==> src/rtl/alu_mul_seq.sv <==
// Multi-cycle shift-add multiplier producing the full 2*XLEN-bit product of two XLEN-bit operands.
// Optional macro ALU_MUL_EARLY_OUT_EN ends iteration once the remaining multiplier bits are all zero.
`ifndef XLEN
`define XLEN 64
`endif

module alu_mul_seq #(
   parameter int unsigned XLEN = `XLEN
) (
   input  logic            clk,
   input  logic            rst,
   input  logic            in_valid,
   output logic            in_ready,
   input  logic            is_sr1_signed,
   input  logic            is_sr2_signed,
   input  logic [XLEN-1:0] sr1_data,
   input  logic [XLEN-1:0] sr2_data,
   input  logic            flush,
   output logic            out_valid,
   input  logic            out_ready,
   output logic [XLEN-1:0] mul_result_lo,
   output logic [XLEN-1:0] mul_result_hi
);

   localparam int unsigned PW = 2 * XLEN;
   localparam int unsigned CW = $clog2(XLEN);

   typedef enum logic [1:0] {
      S_IDLE = 2'd0,
      S_BUSY = 2'd1,
      S_DONE = 2'd2
   } state_t;

   state_t          state_q;
   state_t          state_d;

   logic [PW-1:0]   acc_q;
   logic [PW-1:0]   mcand_q;
   logic [XLEN-1:0] mplier_q;
   logic [CW-1:0]   cnt_q;
   logic [PW-1:0]   prod_q;
   logic            neg_q;

   logic            accept_c;
   logic            last_iter_c;
   logic            sr1_neg_c;
   logic            sr2_neg_c;
   logic [XLEN-1:0] sr1_mag_c;
   logic [XLEN-1:0] sr2_mag_c;
   logic [PW-1:0]   acc_next_c;
   logic [XLEN-1:0] mplier_next_c;

   // Operand magnitudes; the most negative value maps onto itself, which is exact as unsigned
   assign sr1_neg_c = is_sr1_signed & sr1_data[XLEN-1];
   assign sr2_neg_c = is_sr2_signed & sr2_data[XLEN-1];
   assign sr1_mag_c = sr1_neg_c ? (~sr1_data + XLEN'(1)) : sr1_data;
   assign sr2_mag_c = sr2_neg_c ? (~sr2_data + XLEN'(1)) : sr2_data;

   assign accept_c      = in_valid && (state_q == S_IDLE) && !flush;
   assign acc_next_c    = acc_q + (mplier_q[0] ? mcand_q : PW'(0));
   assign mplier_next_c = mplier_q >> 1;

`ifdef ALU_MUL_EARLY_OUT_EN
   assign last_iter_c = (cnt_q == CW'(XLEN - 1)) || (mplier_next_c == '0);
`else
   assign last_iter_c = (cnt_q == CW'(XLEN - 1));
`endif

   // State register
   always_ff @(posedge clk or negedge rst) begin
      if (!rst) begin
         state_q <= S_IDLE;
      end else begin
         state_q <= state_d;
      end
   end

   // Next-state logic
   always_comb begin
      state_d = state_q;
      unique case (state_q)
         S_IDLE: if (accept_c) state_d = S_BUSY;
         S_BUSY: begin
            if (flush)            state_d = S_IDLE;
            else if (last_iter_c) state_d = S_DONE;
         end
         S_DONE: if (flush || out_ready) state_d = S_IDLE;
         default: state_d = S_IDLE;
      endcase
   end

   // Handshake outputs decode registered state only
   always_comb begin
      in_ready  = 1'b0;
      out_valid = 1'b0;
      unique case (state_q)
         S_IDLE:  in_ready  = 1'b1;
         S_DONE:  out_valid = 1'b1;
         default: ;
      endcase
   end

   // Datapath: latch magnitudes on accept, shift-add while busy, sign-correct on the last step
   always_ff @(posedge clk or negedge rst) begin
      if (!rst) begin
         acc_q    <= '0;
         mcand_q  <= '0;
         mplier_q <= '0;
         cnt_q    <= '0;
         prod_q   <= '0;
         neg_q    <= 1'b0;
      end else if (accept_c) begin
         neg_q    <= sr1_neg_c ^ sr2_neg_c;
         mcand_q  <= PW'(sr1_mag_c);
         mplier_q <= sr2_mag_c;
         acc_q    <= '0;
         cnt_q    <= '0;
      end else if ((state_q == S_BUSY) && !flush) begin
         acc_q    <= acc_next_c;
         mcand_q  <= mcand_q << 1;
         mplier_q <= mplier_next_c;
         cnt_q    <= cnt_q + CW'(1);
         if (last_iter_c) begin
            prod_q <= neg_q ? (~acc_next_c + PW'(1)) : acc_next_c;
         end
      end
   end

   assign mul_result_lo = prod_q[XLEN-1:0];
   assign mul_result_hi = prod_q[PW-1:XLEN];

endmodule

==> config.mk <==
export PLATFORM = sky130hd
export DESIGN_NAME = alu_mul_seq
export DESIGN_NICKNAME = d
export VERILOG_FILES = /design/src/rtl/alu_mul_seq.sv
export SDC_FILE = /design/constraint.sdc
export NUM_CORES = 2
export LEC_CHECK = 0
export BUFFER_PORTS_ARGS = -buffer_cell sky130_fd_sc_hd__clkbuf_2
export CORE_MARGIN = 2
export CORE_UTILIZATION = 40
export DETAILED_ROUTE_END_ITERATION = 8
export SKIP_LAST_GASP = 1
export SLEW_MARGIN = 30
export SYNTH_ARGS = -nofsm -noshare
export SYNTH_HDL_FRONTEND = slang
export SYNTH_SLANG_ARGS = --single-unit
==> constraint.sdc <==
create_clock -name clk -period 7 [get_ports clk]
set_clock_uncertainty 0.1 [all_clocks]
set_input_delay 1.75 -clock clk [delete_from_list [all_inputs] [get_ports clk]]
set_output_delay 1.75 -clock clk [all_outputs]
set_load 0.03 [all_outputs]
Word-level counts from Yosys, hierarchy flattened
Index checks and enable logic that the tools add are counted.
Widths: inputs -> output; s select.
{"block": "classes", "addsub": 5, "eq_ne": 6, "mux": 19, "bitwise": 7, "n_reduce_logical": 9}
{"operator": "$mux 128", "count": 6}
{"operator": "$mux 64", "count": 4}
{"operator": "$add 128x1->128 const B", "count": 1}
{"operator": "$add 128x128->128", "count": 1}
{"operator": "$add 64x1->64 const B", "count": 2}
{"operator": "$not 128->128", "count": 1}
{"operator": "$not 64->64", "count": 2}
{"operator": "$mux 6", "count": 2}
{"operator": "$mux 2", "count": 4}
{"operator": "$add 6x1->6 const B", "count": 1}
{"operator": "$eq 6x6->1 const B", "count": 1}
{"operator": "$pmux 2 s3", "count": 1}
{"operator": "$reduce_and 3->1", "count": 2}
{"operator": "$ne 2x2->1 const B", "count": 2}
{"operator": "$logic_and 1x1->1", "count": 3}
{"operator": "$ne 3x3->1 const B", "count": 1}
{"operator": "$and 1x1->1", "count": 2}
{"operator": "$eq 2x1->1 const B", "count": 1}
{"operator": "$eq 2x2->1 const B", "count": 1}
{"operator": "$logic_not 2->1", "count": 1}
{"operator": "$mux 1", "count": 2}
{"operator": "$reduce_bool 2->1", "count": 1}
{"operator": "$logic_not 1->1", "count": 1}
{"operator": "$logic_or 1x1->1", "count": 1}
{"operator": "other kinds (2)", "count": 2}
{"block": "word_totals", "register_bits": 457, "in_bits": 135, "out_inout_bits": 130}

Longest topological paths before layout
{"block": "depth", "depth_word": 5, "depth_mapped": 22}

Worst setup path before layout
No wires, ideal clock.
{"block": "synth_timing", "kind": "flip-flop to flip-flop", "start": "reg mplier_q[0]", "end": "reg prod_q[127]", "arrival_ns": 5.254, "path_slack_ns": 1.521, "path_stages_with_launch": 18, "n_path_buf": 3, "period_less_slack_ns": 5.479, "path_cell_list": "dfrtp_1 clkbuf_1 clkbuf_1 and2_1 ha_1 buf_2 nand4_1 or4_1 or2_2 or4_1 o211ai_1 xor2_1 or3_1 or4_1 nor4_1 a41oi_1 xnor3_1 mux2_2"}
{"block": "synth_via", "elab_chain_cells": 5}
{"element": "from (decl)", "line_no": "39", "text": "logic [XLEN-1:0] mplier_q;"}
{"element": "from (signal assigned)", "line_no": "115", "text": "mplier_q <= sr2_mag_c;"}
{"element": "from (signal assigned)", "line_no": "121", "text": "mplier_q <= mplier_next_c;"}
{"element": "$mux 128 *", "line_no": "60", "text": "assign acc_next_c = acc_q + (mplier_q[0] ? mcand_q : PW'(0));"}
{"element": "$add 128x128->128 *", "line_no": "60"}
{"element": "$not 128->128", "line_no": "124", "text": "prod_q <= neg_q ? (~acc_next_c + PW'(1)) : acc_next_c;"}
{"element": "$add 128x1->128", "line_no": "124"}
{"element": "$mux 128 *", "line_no": "124"}
{"element": "to (signal assigned)", "line_no": "124"}
{"element": "to (decl)", "line_no": "41", "text": "logic [PW-1:0] prod_q;"}
Every way passes the cells marked *; elsewhere a longest branch is shown, timed or not.
A chain may end at the register's enable or synchronous reset.

Worst setup path in the final report
{"block": "layout_timing", "start": "reg mplier_q[0]", "end": "reg prod_q[83]"}
The elaborated chain is that of the path after synthesis.

==> impl_metrics.csv <==
group,metric,value,unit
status,status,"finished, final reports clean",
logic_synthesis,synth_top_area_share,32.36,%
drt,via_count,36840,
critical_path,rr_endpoint,"prod_q[83]$_DFFE_PN0P_",
logic_synthesis,yosys_warnings,0,
cts,root_buffer,"clkbuf_16",
place,portBuffers,264,
logic_synthesis,avgSynthCellArea,7.966,um2
final_layout,final_common_cell,"nand2_1",
floorplanning,die_x,301.2,um
global_routing,overflow,0,
power_and_ir_drop,peakVddDrop,0.1944,mV
power_and_ir_drop,fin_total_pwr,9.283,mW
drt,top_layer,"met5",
timing,fmax,147.8,MHz
drt,ant_nets,0,
drt,route.detailed.drc,0,
timing,post-route-min-period,6765,ps
final_layout,layout-drive-gt1-share,15.36,%
cts,clk_latency,690,ps
logic_synthesis,ys_seq_area_share,32.36,%
critical_path,worstSetupStartpointType,"flop",
global_routing,grt_usage,33.23,%
cts,post_cts_resized,0,
power_and_ir_drop,cellPowerDensity,223.6,nW/um2
critical_path,timing.rr.start,"mplier_q[0]$_DFFE_PN0P_",
floorplanning,start_util,40.17,%
floorplanning,die_h,301.2,um
logic_synthesis,syn_nets,4703,
cts,clkTransAtPathRegs,60,ps
flow_run,max_cap_violations,0,
drt,wl_per_cell,25.66,um
cts,post-cts-setup-buffer-count,0,
critical_path,critical_path_class,"reg -> reg",
timing,tightest_slew,1007,ps
global_routing,grt_antenna_before_repair,6,
cts,clockBufferDepth,3,
final_layout,area_growth_syn_to_layout,17.46,%
critical_path,worstPathMaxFanout,57,
global_routing,grt_pass1_vias,35040,
cts,htreeDepth,2,
final_layout,nets,5059,
critical_path,critPathArrivalTime,7200,ps
logic_synthesis,synth_cells,4436,
critical_path,regToRegSetupSlack,230,ps
final_layout,final_cell_mix,"595 x nand2_1, 455 x dfrtp_1, 438 x o21ai_0",
timing,slew_viol_final,0,
floorplanning,io_pins,265,
critical_path,end_kind,"flop",
timing,fin_setup_tns,0,ps
floorplanning,placement_rows,109,
power_and_ir_drop,p_leak,18.64,nW
critical_path,critPathSlowestCell,"or4b_2",
cts,cts.sinks,457,
place,gp_congestion,1.042,
critical_path,crit_chain,"buf_12, and2_1, ha_1, a21oi_1, o21ai_0, a21oi_1, a211oi_1, buf_4, o31ai_1, a211oi_1, a221oi_1, or4b_2, or3_1, buf_12, o41ai_1, xor2_1, o21ai_0",
timing,finalSetupViolations,0,
floorplanning,coreArea,87970,um2
critical_path,cp-endpoint,"prod_q[83]$_DFFE_PN0P_",
drt,m1WireLength,68940,um
drt,routed_wl,154000,um
global_routing,grt_pass1_wl,228200,um
cts,postCtsHoldBufs,0,
drt,wl_met2,66590,um
critical_path,cpPeakStageDelay,730,ps
critical_path,reg2reg_depth,17,
place,dp_cells,5900,
place,dp_hpwl,123300,um
timing,slew-limit-headroom,32.45,%
critical_path,required,7430,ps
logic_synthesis,synth-edff-count,0,
logic_synthesis,async_flop_share,100.0,%
cts,cts_tree,"done",
timing,finalCritPeriodShare,96.65,%
drt,drt_pass1_iterations,6,
logic_synthesis,synth_area_leaders,"dfrtp_1 32%, nand2_1 6.3%, o21ai_0 6.2%, ha_1 4.6%, xor2_1 4.2%",
cts,numCtsBuffers,55,
global_routing,grt_max_degree,158,
drt,met3_length,13540,um
logic_synthesis,synthFlopType,"dfrtp_1",
drt,viasPerCell,6.138,
logic_synthesis,synth.distinct_cells,104,
worst_hold_path,hp-class,"reg -> reg",
timing,hold_viol_final,0,
logic_synthesis,synth_seq_cells,457,
logic_synthesis,yosysTopAreaCell,"dfrtp_1",
timing,rsz0062_at_grt,"no",
final_layout,post-route-util,47.19,%
floorplanning,die_area,90740,um2
critical_path,crit_start,"mplier_q[0]$_DFFE_PN0P_",
logic_synthesis,netlist_area,35340,um2
final_layout,final_cells,6002,
drt,first_iter_violations,4023,
## area by class of cell
class | count | area (um2)
fill | 8797 | 46460
antenna | 1 | 2.502
tap | 1165 | 1458
sequential | 457 | 11440
clock buffer | 78 | 1603
timing repair buffer | 575 | 3824
multi-input combinational | 3650 | 22670
clock inverter | 23 | 307.8
inverter | 53 | 198.9
## per-stage QoR
| step | setup slack [ps] | hold WS [ps] | area, um2 |
|---|---|---|---|
| after global placement | 453.4 | 359.9 | 39570 |
| after global routing | 81.01 | 402.1 | 41500 |
| after CTS | 457.8 | 374.5 | 41480 |
| after floorplan | 1521 | 339.1 | 35340 |
| after detailed placement | 450.3 | 362.0 | 39570 |
| final | 234.5 | 372.3 | 41510 |
## critical path: cells and delay by family (launching register included)
| family | cells | cell delay [ps] |
|---|---|---|
| xor+xnor | 1 | 420 |
| flops | 1 | 440 |
| simple gates | 3 | 1310 |
| compound gates | 9 | 3370 |
| buf+inv | 3 | 550 |
| fa+ha+maj | 1 | 390 |
## synthesized netlist by cell type (all sizes together), types with 34 or more instances
library cell    n
a22oi          79
nor2          359
nand4         107
nand2         597
and2          167
a22o          153
xor2          169
a31oi          88
a21oi         296
clkbuf        232
o31ai          55
dfrtp         457
o211ai         38
ha            131
nand3          75
inv            53
nor4           63
o21ai         470
nor3          106
a21o           44
xnor2         134
a211oi         34
buf            44
or3            48
## state kept, by name, indices dropped and copies added (netlist names)
| register | cells |
|---|---|
| state_q | 2 |
| prod_q | 128 |
| mplier_q | 64 |
| acc_q | 128 |
| neg_q | 1 |
| mcand_q | 128 |
| cnt_q | 6 |
## report_power, final
part           internal, mW  switching, mW
Clock                  1.79           1.30
Sequential             2.90          0.286
Combinational          1.06           1.94
## kinds of logic after synthesis
family,count (synthesis),share of synthesized area (%)
buffers and inverters,329,3.650
and+or+nand+nor,1705,23.62
DFF,457,32.36
muxes,17,0.4992
xor gates and xnor gates,304,7.573
AOI/OAI and AO/OA,1492,27.60
adders and majority gates,132,4.695
## worst min path at each step
stage                               endpoint                      from  depth (start not counted)
detailed placement  mplier_q[63]$_DFFE_PN0P_  mplier_q[63]$_DFFE_PN0P_                          2
global placement    mplier_q[63]$_DFFE_PN0P_  mplier_q[63]$_DFFE_PN0P_                          2
CTS                 mplier_q[63]$_DFFE_PN0P_  mplier_q[63]$_DFFE_PN0P_                          2
floorplan           mplier_q[63]$_DFFE_PN0P_  mplier_q[63]$_DFFE_PN0P_                          2
global route          prod_q[65]$_DFFE_PN0P_    prod_q[65]$_DFFE_PN0P_                          2
finish              mplier_q[63]$_DFFE_PN0P_  mplier_q[63]$_DFFE_PN0P_                          2
## metal layers
layer	track usage, %	vias to the layer above
li1	-	17100
met4	10.52	2
met2	50.46	1537
met5	0	-
met1	46.93	17970
met3	7.074	232
Note: power is estimated with default switching activity, not from simulation.
